**config.mk**
```make
export PLATFORM = sky130hd
export DESIGN_NAME = sdram_init_seq_flat
export DESIGN_NICKNAME = d
export VERILOG_FILES = /design/src/rtl/sdram_init_seq_if.sv /design/src/rtl/sdram_init_seq.sv /design/src/flat_wrapper.sv
export SDC_FILE = /design/constraint.sdc
export NUM_CORES = 1
export LEC_CHECK = 0
export ABC_AREA = 1
export CAP_MARGIN = 20
export CORE_UTILIZATION = 45
export DETAILED_ROUTE_END_ITERATION = 12
export GPL_ROUTABILITY_DRIVEN = 0
export PLACE_DENSITY = 0.78
export SLEW_MARGIN = 5
export SYNTH_ARGS = -nofsm -noshare
export SYNTH_HDL_FRONTEND = slang
export SYNTH_SLANG_ARGS = --single-unit
```
**constraint.sdc**
```tcl
create_clock -name clk_100m -period 1.6 [get_ports clk_100m]
set_input_delay 0.32 -clock clk_100m [delete_from_list [all_inputs] [get_ports clk_100m]]
set_output_delay 0.32 -clock clk_100m [all_outputs]
set_load 0.05 [all_outputs]
```
**src/rtl/sdram_init_seq_if.sv**
```systemverilog
// Command-side bundle of the SDRAM init sequencer: re-init request in,
// registered SDRAM command/address/bank and status flags out.
interface sdram_init_seq_if #(
    parameter int ASIZE = 13,
    parameter int BSIZE = 2
);
    logic             init_req;
    logic [3:0]       command;
    logic [ASIZE-1:0] address;
    logic [BSIZE-1:0] ba;
    logic             init_done;
    logic             busy;

    modport master (
        input  init_req,
        output command, address, ba, init_done, busy
    );

    modport slave (
        output init_req,
        input  command, address, ba, init_done, busy
    );
endinterface

```
**src/rtl/sdram_init_seq.sv**
```systemverilog
// SDRAM power-up / re-init sequencer: wait, PRECHARGE-ALL, REF_NUM auto
// refreshes, LOAD MODE REGISTER, then hold init_done until init_req.
module sdram_init_seq #(
    parameter int         ASIZE       = 13,
    parameter int         BSIZE       = 2,
    parameter int         T_POWERUP   = 20000,
    parameter int         T_RP        = 3,
    parameter int         T_RC        = 10,
    parameter int         T_MRD       = 2,
    parameter int         REF_NUM     = 2,
    parameter int         REINIT_WAIT = 4,
    parameter logic [2:0] MR_BL       = 3'b011,
    parameter logic       MR_BT       = 1'b0,
    parameter logic [2:0] MR_CL       = 3'b011,
    parameter logic       MR_WB       = 1'b0
) (
    input  logic             clk_100m,
    input  logic             rst,
    sdram_init_seq_if.master bus
);
    function automatic int max2(input int a, input int b);
        return (a > b) ? a : b;
    endfunction

    localparam int T_MAX = max2(max2(max2(T_POWERUP, T_RP), max2(T_RC, T_MRD)), REINIT_WAIT);
    localparam int CW    = $clog2(T_MAX) + 1;

    // A wait state entered one edge after its command leaves after D-1 edges,
    // i.e. when the in-state counter reads D-2.  D==1 skips the wait state.
    localparam int RP_END = (T_RP > 1)        ? T_RP - 2        : 0;
    localparam int RC_END = (T_RC > 1)        ? T_RC - 2        : 0;
    localparam int MR_END = (T_MRD > 1)       ? T_MRD - 2       : 0;
    localparam int RI_END = (REINIT_WAIT > 1) ? REINIT_WAIT - 2 : 0;

    localparam logic [3:0] CMD_NOP  = 4'b0111;
    localparam logic [3:0] CMD_PRE  = 4'b0010;
    localparam logic [3:0] CMD_AREF = 4'b0001;
    localparam logic [3:0] CMD_MSET = 4'b0000;

    localparam logic [ASIZE-1:0] ADDR_PALL = ASIZE'(11'h400);
    localparam logic [ASIZE-1:0] ADDR_MODE = ASIZE'({MR_WB, 2'b00, MR_CL, MR_BT, MR_BL});

    typedef enum logic [3:0] {
        WAIT_PU, PRE, WAIT_RP, AREF, WAIT_RC, MSET, WAIT_MRD, DONE, WAIT_RI
    } state_t;

    typedef struct packed {
        logic [3:0]       cmd;
        logic [ASIZE-1:0] addr;
        logic [BSIZE-1:0] ba;
    } sdram_cmd_t;

    state_t     state, next_state;
    logic [CW-1:0] cnt;
    logic [3:0] ref_cnt;
    logic       req_q;
    sdram_cmd_t out_q, nxt_out;
    logic       done_q, busy_q;

    always_comb begin
        next_state = state;
        case (state)
            WAIT_PU:  if (cnt == CW'(T_POWERUP)) next_state = PRE;
            PRE:      next_state = (T_RP > 1) ? WAIT_RP : AREF;
            WAIT_RP:  if (cnt == CW'(RP_END)) next_state = AREF;
            AREF: begin
                if (T_RC > 1)
                    next_state = WAIT_RC;
                else
                    next_state = ((ref_cnt + 4'd1) == 4'(REF_NUM)) ? MSET : AREF;
            end
            WAIT_RC:  if (cnt == CW'(RC_END))
                          next_state = (ref_cnt == 4'(REF_NUM)) ? MSET : AREF;
            MSET:     next_state = (T_MRD > 1) ? WAIT_MRD : DONE;
            WAIT_MRD: if (cnt == CW'(MR_END)) next_state = DONE;
            DONE:     if (req_q) next_state = (REINIT_WAIT > 1) ? WAIT_RI : PRE;
            WAIT_RI:  if (cnt == CW'(RI_END)) next_state = PRE;
            default:  next_state = WAIT_PU;
        endcase
    end

    // Outputs are decoded from the next state so commands leave on the
    // same edge the FSM enters the command state.
    always_comb begin
        nxt_out = '{cmd: CMD_NOP, addr: '0, ba: '0};
        case (next_state)
            PRE:     nxt_out = '{cmd: CMD_PRE,  addr: ADDR_PALL, ba: '0};
            AREF:    nxt_out = '{cmd: CMD_AREF, addr: '0,        ba: '0};
            MSET:    nxt_out = '{cmd: CMD_MSET, addr: ADDR_MODE, ba: '0};
            default: nxt_out = '{cmd: CMD_NOP,  addr: '0,        ba: '0};
        endcase
    end

    always_ff @(posedge clk_100m) begin
        if (rst) begin
            state   <= WAIT_PU;
            cnt     <= '0;
            ref_cnt <= '0;
            req_q   <= 1'b0;
            out_q   <= '{cmd: CMD_NOP, addr: '0, ba: '0};
            done_q  <= 1'b0;
            busy_q  <= 1'b1;
        end else begin
            state <= next_state;
            if (next_state != state)
                cnt <= '0;
            else if (state != DONE)
                cnt <= cnt + CW'(1);
            if (state == PRE)
                ref_cnt <= '0;
            else if (state == AREF)
                ref_cnt <= ref_cnt + 4'd1;
            // Requests are only captured while idle; nothing is queued.
            req_q  <= bus.init_req && (state == DONE);
            out_q  <= nxt_out;
            done_q <= (next_state == DONE);
            busy_q <= (next_state != DONE);
        end
    end

    assign bus.command   = out_q.cmd;
    assign bus.address   = out_q.addr;
    assign bus.ba        = out_q.ba;
    assign bus.init_done = done_q;
    assign bus.busy      = busy_q;
endmodule

```
**src/flat_wrapper.sv**
```systemverilog
// flat-port wrapper written by rule: the top's interface ports become plain ports
module sdram_init_seq_flat 
#(
    parameter int         ASIZE       = 13,
    parameter int         BSIZE       = 2,
    parameter int         T_POWERUP   = 20000,
    parameter int         T_RP        = 3,
    parameter int         T_RC        = 10,
    parameter int         T_MRD       = 2,
    parameter int         REF_NUM     = 2,
    parameter int         REINIT_WAIT = 4,
    parameter logic [2:0] MR_BL       = 3'b011,
    parameter logic       MR_BT       = 1'b0,
    parameter logic [2:0] MR_CL       = 3'b011,
    parameter logic       MR_WB       = 1'b0
)
  (clk_100m, rst, bus_init_req, bus_command, bus_address, bus_ba, bus_init_done, bus_busy);
  sdram_init_seq_if #(.ASIZE(ASIZE), .BSIZE(BSIZE)) bus_i ();
  input  logic clk_100m;
  input  logic rst;
  input wire logic [$bits(bus_i.init_req)-1:0] bus_init_req;
  output wire logic [$bits(bus_i.command)-1:0] bus_command;
  output wire logic [$bits(bus_i.address)-1:0] bus_address;
  output wire logic [$bits(bus_i.ba)-1:0] bus_ba;
  output wire logic [$bits(bus_i.init_done)-1:0] bus_init_done;
  output wire logic [$bits(bus_i.busy)-1:0] bus_busy;
  assign bus_i.init_req = bus_init_req;
  assign bus_command = bus_i.command;
  assign bus_address = bus_i.address;
  assign bus_ba = bus_i.ba;
  assign bus_init_done = bus_i.init_done;
  assign bus_busy = bus_i.busy;
  sdram_init_seq #(.ASIZE(ASIZE), .BSIZE(BSIZE), .T_POWERUP(T_POWERUP), .T_RP(T_RP), .T_RC(T_RC), .T_MRD(T_MRD), .REF_NUM(REF_NUM), .REINIT_WAIT(REINIT_WAIT), .MR_BL(MR_BL), .MR_BT(MR_BT), .MR_CL(MR_CL), .MR_WB(MR_WB)) u_core (.clk_100m(clk_100m), .rst(rst), .bus(bus_i));
endmodule
```
==> PnR_summary.wiki, run 1 <==
{| class="wikitable"
! Metric !! Value
|-
| Setup Total Neg Slack || -3.32 ns
|-
| Via density || 5.11
|-
| Req. time, crit path || 1.82 ns
|-
| Failing checks || negative setup slack
|-
| Total buffers and inverters traversed by the critical path || 2
|-
| RSZ-0062 raised after global routing || true
|-
| Num CTS Buffers || 5
|-
| WS Path Type || reg -> reg
|-
| Maximum capacitance violations || 0
|-
| Cells along the critical path || nor2_4 -> inv_1 -> nor2_1 -> nand2_1 -> nand3_1 -> nor2_4 -> nor2_2 -> nor2_1 -> nand2_2 -> buf_12 -> a21oi_1
|-
| Fin crit share || 1.14
|-
| Share of the core filled with cells || 0.695
|-
| CTS root buf || sky130_fd_sc_hd__clkbuf_8
|-
| Worst path top cell family by delay || simple AND/OR/NAND/NOR gates
|-
| Layout overhead on the synthesized area || 47.9%
|-
| Number of filler instances in the final layout || 264
|-
| Via count || 1881
|-
| First-pass iteration count of the detailed router || 4
|-
| Detailed Route WL || 4.98 mm
|-
| Number of global-route vias before repair || 1676
|-
| Total power density per cell area || 639 mW/mm^2
|-
| Status || finished, violations left
|-
| Number of antenna diodes || 0
|-
| CTS Hold Buffers Added || 0
|-
| Post-synthesis sequential element count || 32
|-
| Portion of synthesized cell area occupied by the leading cell type || 0.372
|-
| Wire length of the first global-routing pass || 6.96 mm
|-
| Number of design rule violations left after detail routing || 0
|-
| CP Data Arrival Time || 2.04 ns
|-
| Post-synthesis instance area || 0.00172 mm^2
|-
| Static leakage || 0.00114 uW
|-
| Initial Util || 0.470
|-
| Cell type contributing the most total cell area after synthesis || sky130_fd_sc_hd__dfxtp_1
|-
| Per-instance average area after synthesis || 6.75 um^2
|-
| Highest attainable clock frequency || 550 MHz
|-
| Total count of hold-check failures in the final report || 0
|-
| Final Slew Violations || 0
|-
| H-tree level count || 2
|-
| Startpoint types || register
|-
| Top-Level Pins || 24
|-
| Clk Latency, worst-skew pair || 0.29 ns
|-
| Die W || 63.8 um
|-
| HPWL reported at the end of detailed placement || 2.84 mm
|-
| Shortest clock period the worst path allows after layout || 1.82 ns
|-
| Crit Path Max Fanout || 16
|-
| WHS || 0.515 ns
|-
| ANT nets after route || 0
|-
| Die area || 0.00407 mm^2
|-
| Global-route usage over all layers || 0.225
|-
| Number of port buffers || 12
|-
| Standard-cell row count || 22
|-
| Worst hold path class || reg -> reg
|-
| Leading cell types by total area after synthesis || sky130_fd_sc_hd__dfxtp_1 (37%), sky130_fd_sc_hd__nand2_1 (14%), sky130_fd_sc_hd__nor2_1 (12%)
|-
| Crit path max-delay cell type || sky130_fd_sc_hd__dfxtp_2
|-
| Post-Place Setup Slack || -0.148 ns
|-
| Warnings, synthesis || 0
|-
| GRT overflow || 0
|-
| Max rail drop VDD || 0.000622 V
|-
| CTS tree || yes
|-
| Number of violations reported at the end of detailed-routing iteration 0 || 144
|-
| CTS clk-pin slew, worst paths || 0.07 ns
|-
| Number of cells produced by synthesis || 255
|-
| Final clock skew || 0.00506 ns
|-
| Floorplan core area || 0.00366 mm^2
|-
| CP max stage delay || 0.42 ns
|-
| Fin nets || 328
|-
| Setup violation total in the final timing report || 20
|-
| Detail-routed net length per standard cell || 13.5 um
|-
| Worst path setup slack after routing || -0.218 ns
|-
| Antenna violations before repair || 0
|-
| Die Span Y || 63.8 um
|-
| Sequential cell area fraction in the yosys report || 0.372
|-
| # clock sinks || 32
|-
| Crit path capture type || register
|-
| Pin count of the biggest net entering global routing || 17
|-
| Number of buffers on the longest clock path || 2
|-
| Ratio of cells with drive above 1 in the final layout || 0.419
|-
| Synth cell types || 26
|}
[worst paths after layout]
| kind | slack (ns) | to | cells after the start | startpoint |
|---|---|---|---|---|
| worst max-delay path | -0.22 | u_core.cnt[0] | 11 | u_core.state[2] |
| worst min-delay path | 0.52 | u_core.ref_cnt[3] | 2 | u_core.ref_cnt[3] |
| worst max register to register | -0.22 | u_core.cnt[0] | 11 | u_core.state[2] |
| worst min register to register | 0.52 | u_core.ref_cnt[3] | 2 | u_core.ref_cnt[3] |
[state kept, by name (all words and copies together), names as in the netlist]
| register | flops |
|---|---|
| u_core.req_q | 1 |
| u_core.bus.init_done | 1 |
| u_core.bus.address | 2 |
| u_core.state | 4 |
| u_core.ref_cnt | 4 |
| u_core.bus.busy | 1 |
| u_core.bus.command | 3 |
| u_core.cnt | 16 |
[cells in the mapped netlist]
cell type and instances:
sky130_fd_sc_hd__a211oi_1 1, sky130_fd_sc_hd__a21oi_1 8, sky130_fd_sc_hd__and2_1 1, sky130_fd_sc_hd__buf_4 14, sky130_fd_sc_hd__buf_6 1, sky130_fd_sc_hd__conb_1 1, sky130_fd_sc_hd__dfxtp_1 32, sky130_fd_sc_hd__ha_1 6
sky130_fd_sc_hd__inv_1 30, sky130_fd_sc_hd__nand2_1 62, sky130_fd_sc_hd__nand2_2 1, sky130_fd_sc_hd__nand3_1 12, sky130_fd_sc_hd__nand4_1 4, sky130_fd_sc_hd__nor2_1 54, sky130_fd_sc_hd__nor2_2 1, sky130_fd_sc_hd__nor3_1 8
sky130_fd_sc_hd__nor3_2 1, sky130_fd_sc_hd__nor3b_1 1, sky130_fd_sc_hd__o21a_1 1, sky130_fd_sc_hd__o21ai_0 2, sky130_fd_sc_hd__o21ai_1 1, sky130_fd_sc_hd__o21bai_1 1, sky130_fd_sc_hd__o22ai_1 1, sky130_fd_sc_hd__or2_2 2
sky130_fd_sc_hd__xnor2_1 1, sky130_fd_sc_hd__xor2_1 8
[layer usage]
| layer | wire length [um] | up-vias | GRT usage |
|---|---|---|---|
| met5 | 0 | - | 0 |
| met1 | 1930 | 848 | 0.228 |
| met2 | 2450 | 99 | 0.400 |
| met4 | 286 | 0 | 0.142 |
| met3 | 308 | 36 | 0.0643 |
| li1 | - | 898 | - |
[stage by stage]
stage,std cells,cell area [um^2],total power (uW)
3_5_place_dp,356,2160,968
3_3_place_gp,356,2160,967
2_1_floorplan,265,1760,949
6_report,368,2540,1630
4_1_cts,366,2400,1610
5_1_grt,368,2540,1680
[where the power goes]
group	switching [uW]	internal (uW)	total [uW]
clock	313	343	656
combinational	115	49.0	164
sequential	4.96	801	805
[timing repair]
item                                    in CTS  in global routing
gates cloned                                 0                  0
setup buffers                                2                  2
gates resized for setup                     40                 38
endpoints found under the setup margin      21                 23
pin swaps                                   11                 22
[cell families (layout without fill, tap and decap cells)]
kind of cell	Yosys count	count (layout)	share of synthesized area
fa+ha+maj	6	6	0.0436
flops	32	32	0.372
other cells	1	11	0.00218
compound gates	15	15	0.0487
xor+xnor	9	9	0.0458
simple gates	147	147	0.354
buf+inv	45	100	0.133
[cell type report]
type / instances / area (um^2) / area share
tap: 48 / 60.1 / 0.0236
inverter: 30 / 115 / 0.0452
timing repair buffer: 62 / 483 / 0.190
clock inverter: 2 / 10.0 / 0.00393
clock buffer: 6 / 82.6 / 0.0324
multi-input combinational: 188 / 1140 / 0.446
sequential: 32 / 658 / 0.259
[worst register-to-register path: cells and delay by family (launching register included)]
kind                   cells  cell delay (ns)
and+or+nand+nor            8             0.97
AOI/OAI and AO/OA          1             0.12
buffers and inverters      2             0.23
DFF                        1             0.42
[cell usage in the layout (no fill, tap or decap), drive strengths merged, types with 3 or more instances in the layout]
cell type	n
a21oi	8
dfxtp	32
nor3	9
nand4	4
xor2	8
nand2	63
inv	30
ha	6
buf	60
conb	11
nor2	55
nand3	12
clkbuf	6
o21ai	3
Note: power is estimated with default switching activity, not from simulation.
==> inputs of run 2 (changes only) <==
--- a/config.mk
+++ b/config.mk
@@ -7,10 +7,11 @@
 export LEC_CHECK = 0
 export ABC_AREA = 1
 export CAP_MARGIN = 20
-export CORE_UTILIZATION = 45
+export CORE_UTILIZATION = 49
 export DETAILED_ROUTE_END_ITERATION = 12
 export GPL_ROUTABILITY_DRIVEN = 0
-export PLACE_DENSITY = 0.78
+export PLACE_DENSITY = 0.84
+export SKIP_LAST_GASP = 1
 export SLEW_MARGIN = 5
 export SYNTH_ARGS = -nofsm -noshare
 export SYNTH_HDL_FRONTEND = slang
==> run 2 against run 1 <==
Compared with the run above:
- the run still ends with negative setup slack left
- register-to-register slack got worse by 0.15 ns
- critical path depth increased by 1
- count of clock-buffer cells in the layout increased by 2
- non-clock buffer count increased by 8
- wire length increased by 51%
- die area decreased by 7.9%
- total power decreased by 4.9%
- clock skew increased by 0.012 ns
- fmax decreased by 7.5%
- worst hold slack got worse by 0.022 ns
- sequential power about the same
==> PnR_summary.wiki, run 2 (same netlist as run 1, synthesis figures left out) <==
{| class="wikitable"
! Metric !! Value
|-
| Final Slew Violations || 0
|-
| Via count || 2232
|-
| Max rail drop VDD || 0.000536 V
|-
| WS Path Type || reg -> reg
|-
| CTS tree || yes
|-
| Number of antenna diodes || 0
|-
| Wire length of the first global-routing pass || 8.34 mm
|-
| Critical register-to-register path endpoint || u_core.cnt[11]
|-
| # clock sinks || 32
|-
| Startpoint types || register
|-
| Layout overhead on the synthesized area || 57.7%
|-
| Antenna violations before repair || 0
|-
| Detail-routed net length per standard cell || 20.0 um
|-
| Die W || 61.3 um
|-
| Worst path setup slack after routing || -0.366 ns
|-
| Crit Path Max Fanout || 8
|-
| Top-Level Pins || 24
|-
| Worst Hold Launch || bus_init_req
|-
| Total power density per cell area || 570 mW/mm^2
|-
| Failing checks || negative setup slack
|-
| Die Span Y || 61.3 um
|-
| Worst hold path class || in -> reg
|-
| Initial Util || 0.516
|-
| Most common library cell in the layout ignoring fill and taps || sky130_fd_sc_hd__buf_4
|-
| Number of port buffers || 12
|-
| Fin crit share || 1.23
|-
| PnR Total Power || 1550 uW
|-
| Highest attainable clock frequency || 509 MHz
|-
| Req. time, crit path || 1.84 ns
|-
| Post-Place Setup Slack || -0.187 ns
|-
| Setup violation total in the final timing report || 26
|-
| Standard-cell row count || 21
|-
| Most frequent cells in the layout || sky130_fd_sc_hd__buf_4 (61), sky130_fd_sc_hd__nand2_1 (46), sky130_fd_sc_hd__nor2_1 (30), sky130_fd_sc_hd__inv_1 (23), sky130_fd_sc_hd__dfxtp_1 (19)
|-
| Number of cells traversed by the worst hold path || 3
|-
| Largest regs || u_core.cnt (16), u_core.ref_cnt (4), u_core.state (4)
|-
| Status || finished, violations left
|-
| Number of filler instances in the final layout || 178
|-
| Worst min-delay path endpoint || u_core.req_q
|-
| Ratio of cells with drive above 1 in the final layout || 0.492
|-
| Start of the worst register-to-register path || u_core.cnt[9]
|-
| Max FFs per register || 16
|-
| Shortest clock period the worst path allows after layout || 1.97 ns
|-
| Number of buffers on the longest clock path || 2
|-
| Maximum capacitance violations || 0
|-
| Die area || 0.00375 mm^2
|-
| Detailed Route WL || 7.52 mm
|-
| CTS clk-pin slew, worst paths || 0.12 ns
|-
| Worst reg-to-reg setup slack || -0.37 ns
|-
| HPWL reported at the end of detailed placement || 2.85 mm
|-
| Number of design rule violations left after detail routing || 0
|-
| Static leakage || 0.00122 uW
|-
| GRT overflow || 0
|-
| ANT nets after route || 0
|-
| Via density || 5.95
|-
| Num CTS Buffers || 5
|-
| Worst R2R Path Depth || 12
|-
| RSZ-0062 raised after global routing || true
|-
| Crit path capture type || register
|-
| Fin nets || 337
|-
| Number of violations reported at the end of detailed-routing iteration 0 || 252
|-
| Final clock skew || 0.0172 ns
|-
| CP Data Arrival Time || 2.21 ns
|-
| Floorplan core area || 0.00334 mm^2
|-
| Total count of hold-check failures in the final report || 0
|-
| CTS root buf || sky130_fd_sc_hd__clkbuf_4
|-
| Clk Latency, worst-skew pair || 0.36 ns
|-
| Pin count of the biggest net entering global routing || 10
|-
| Reg with most FFs || u_core.cnt
|-
| First-pass iteration count of the detailed router || 6
|-
| H-tree level count || 2
|-
| Number of global-route vias before repair || 1828
|-
| Global-route usage over all layers || 0.310
|}
-- run 2: cell count changes in the layout (fill, tap and decap cells not counted), sizes merged --
cell / change
buf: +8
clkbuf: +2
clkinv: -2
nand2: +1
-- run 2: power breakdown --
part | total [uW] | switching [uW] | leakage (uW) | internal (uW)
registers | 807 | 8.30 | 0.000266 | 799
clock network | 525 | 308 | 0.0000326 | 217
logic | 214 | 145 | 0.000917 | 69.1
-- run 2: layout make-up --
| cell class | count | area [um^2] | share of cell area |
|---|---|---|---|
| clock buffers | 8 | 58.8 | 0.0217 |
| flip-flops and latches | 32 | 664 | 0.245 |
| well taps | 46 | 57.6 | 0.0212 |
| repair buffers | 70 | 557 | 0.205 |
| multi-input cells | 189 | 1260 | 0.464 |
| inverters | 30 | 118 | 0.0434 |
-- run 2: worst max path at each step --
stage / startpoint / to
3_3_place_gp: u_core.state[1] / u_core.cnt[3]
6_report: u_core.cnt[9] / u_core.cnt[11]
3_5_place_dp: u_core.cnt[1] / u_core.cnt[3]
5_1_grt: u_core.cnt[12] / u_core.bus.command[2]
2_1_floorplan: u_core.cnt[0] / u_core.cnt[7]
4_1_cts: u_core.cnt[0] / u_core.cnt[3]
-- run 2: timing repair --
item	CTS	global route
pin swaps	20	35
endpoints found under the setup margin	20	26
resized for setup	43	76
cloned	1	0
hold buffers	0	0
buffers inserted	12	4
-- run 2: per-layer routing --
layer / GRT usage / vias to the layer above / part of all wire
met5: 0 / - / 0
li1: - / 915 / -
met3: 0.0882 / 101 / 0.11
met4: 0.208 / 0 / 0.11
met2: 0.531 / 218 / 0.47
met1: 0.331 / 998 / 0.31
-- run 2: critical path, cell delays in order, from the launching register on --
cell and delay [ns]:
sky130_fd_sc_hd__dfxtp_1 0.34, sky130_fd_sc_hd__nor2_1 0.14, sky130_fd_sc_hd__nand2_1 0.13, sky130_fd_sc_hd__nor2_1 0.18
sky130_fd_sc_hd__buf_4 0.19, sky130_fd_sc_hd__nand2_1 0.10, sky130_fd_sc_hd__nand3_2 0.10, sky130_fd_sc_hd__nand2_2 0.09
sky130_fd_sc_hd__o21bai_1 0.19, sky130_fd_sc_hd__nor2_2 0.08, sky130_fd_sc_hd__buf_6 0.14, sky130_fd_sc_hd__nand2_8 0.10
sky130_fd_sc_hd__nor2_1 0.06
-- run 2: per-stage QoR --
stage | area (um^2) | hold slack, ns | cells | utilization | TNS [ns]
final | 2710 | 0.493 | 375 | 0.813 | -7.59
after global routing | 2710 | 0.513 | 375 | 0.813 | -11.19
after CTS | 2420 | 0.498 | 371 | 0.726 | -0.484
after detailed placement | 2110 | 0.472 | 350 | 0.633 | -2.64
after global placement | 2110 | 0.464 | 350 | 0.633 | -1.42
after floorplan | 1760 | 0.389 | 265 | - | 0
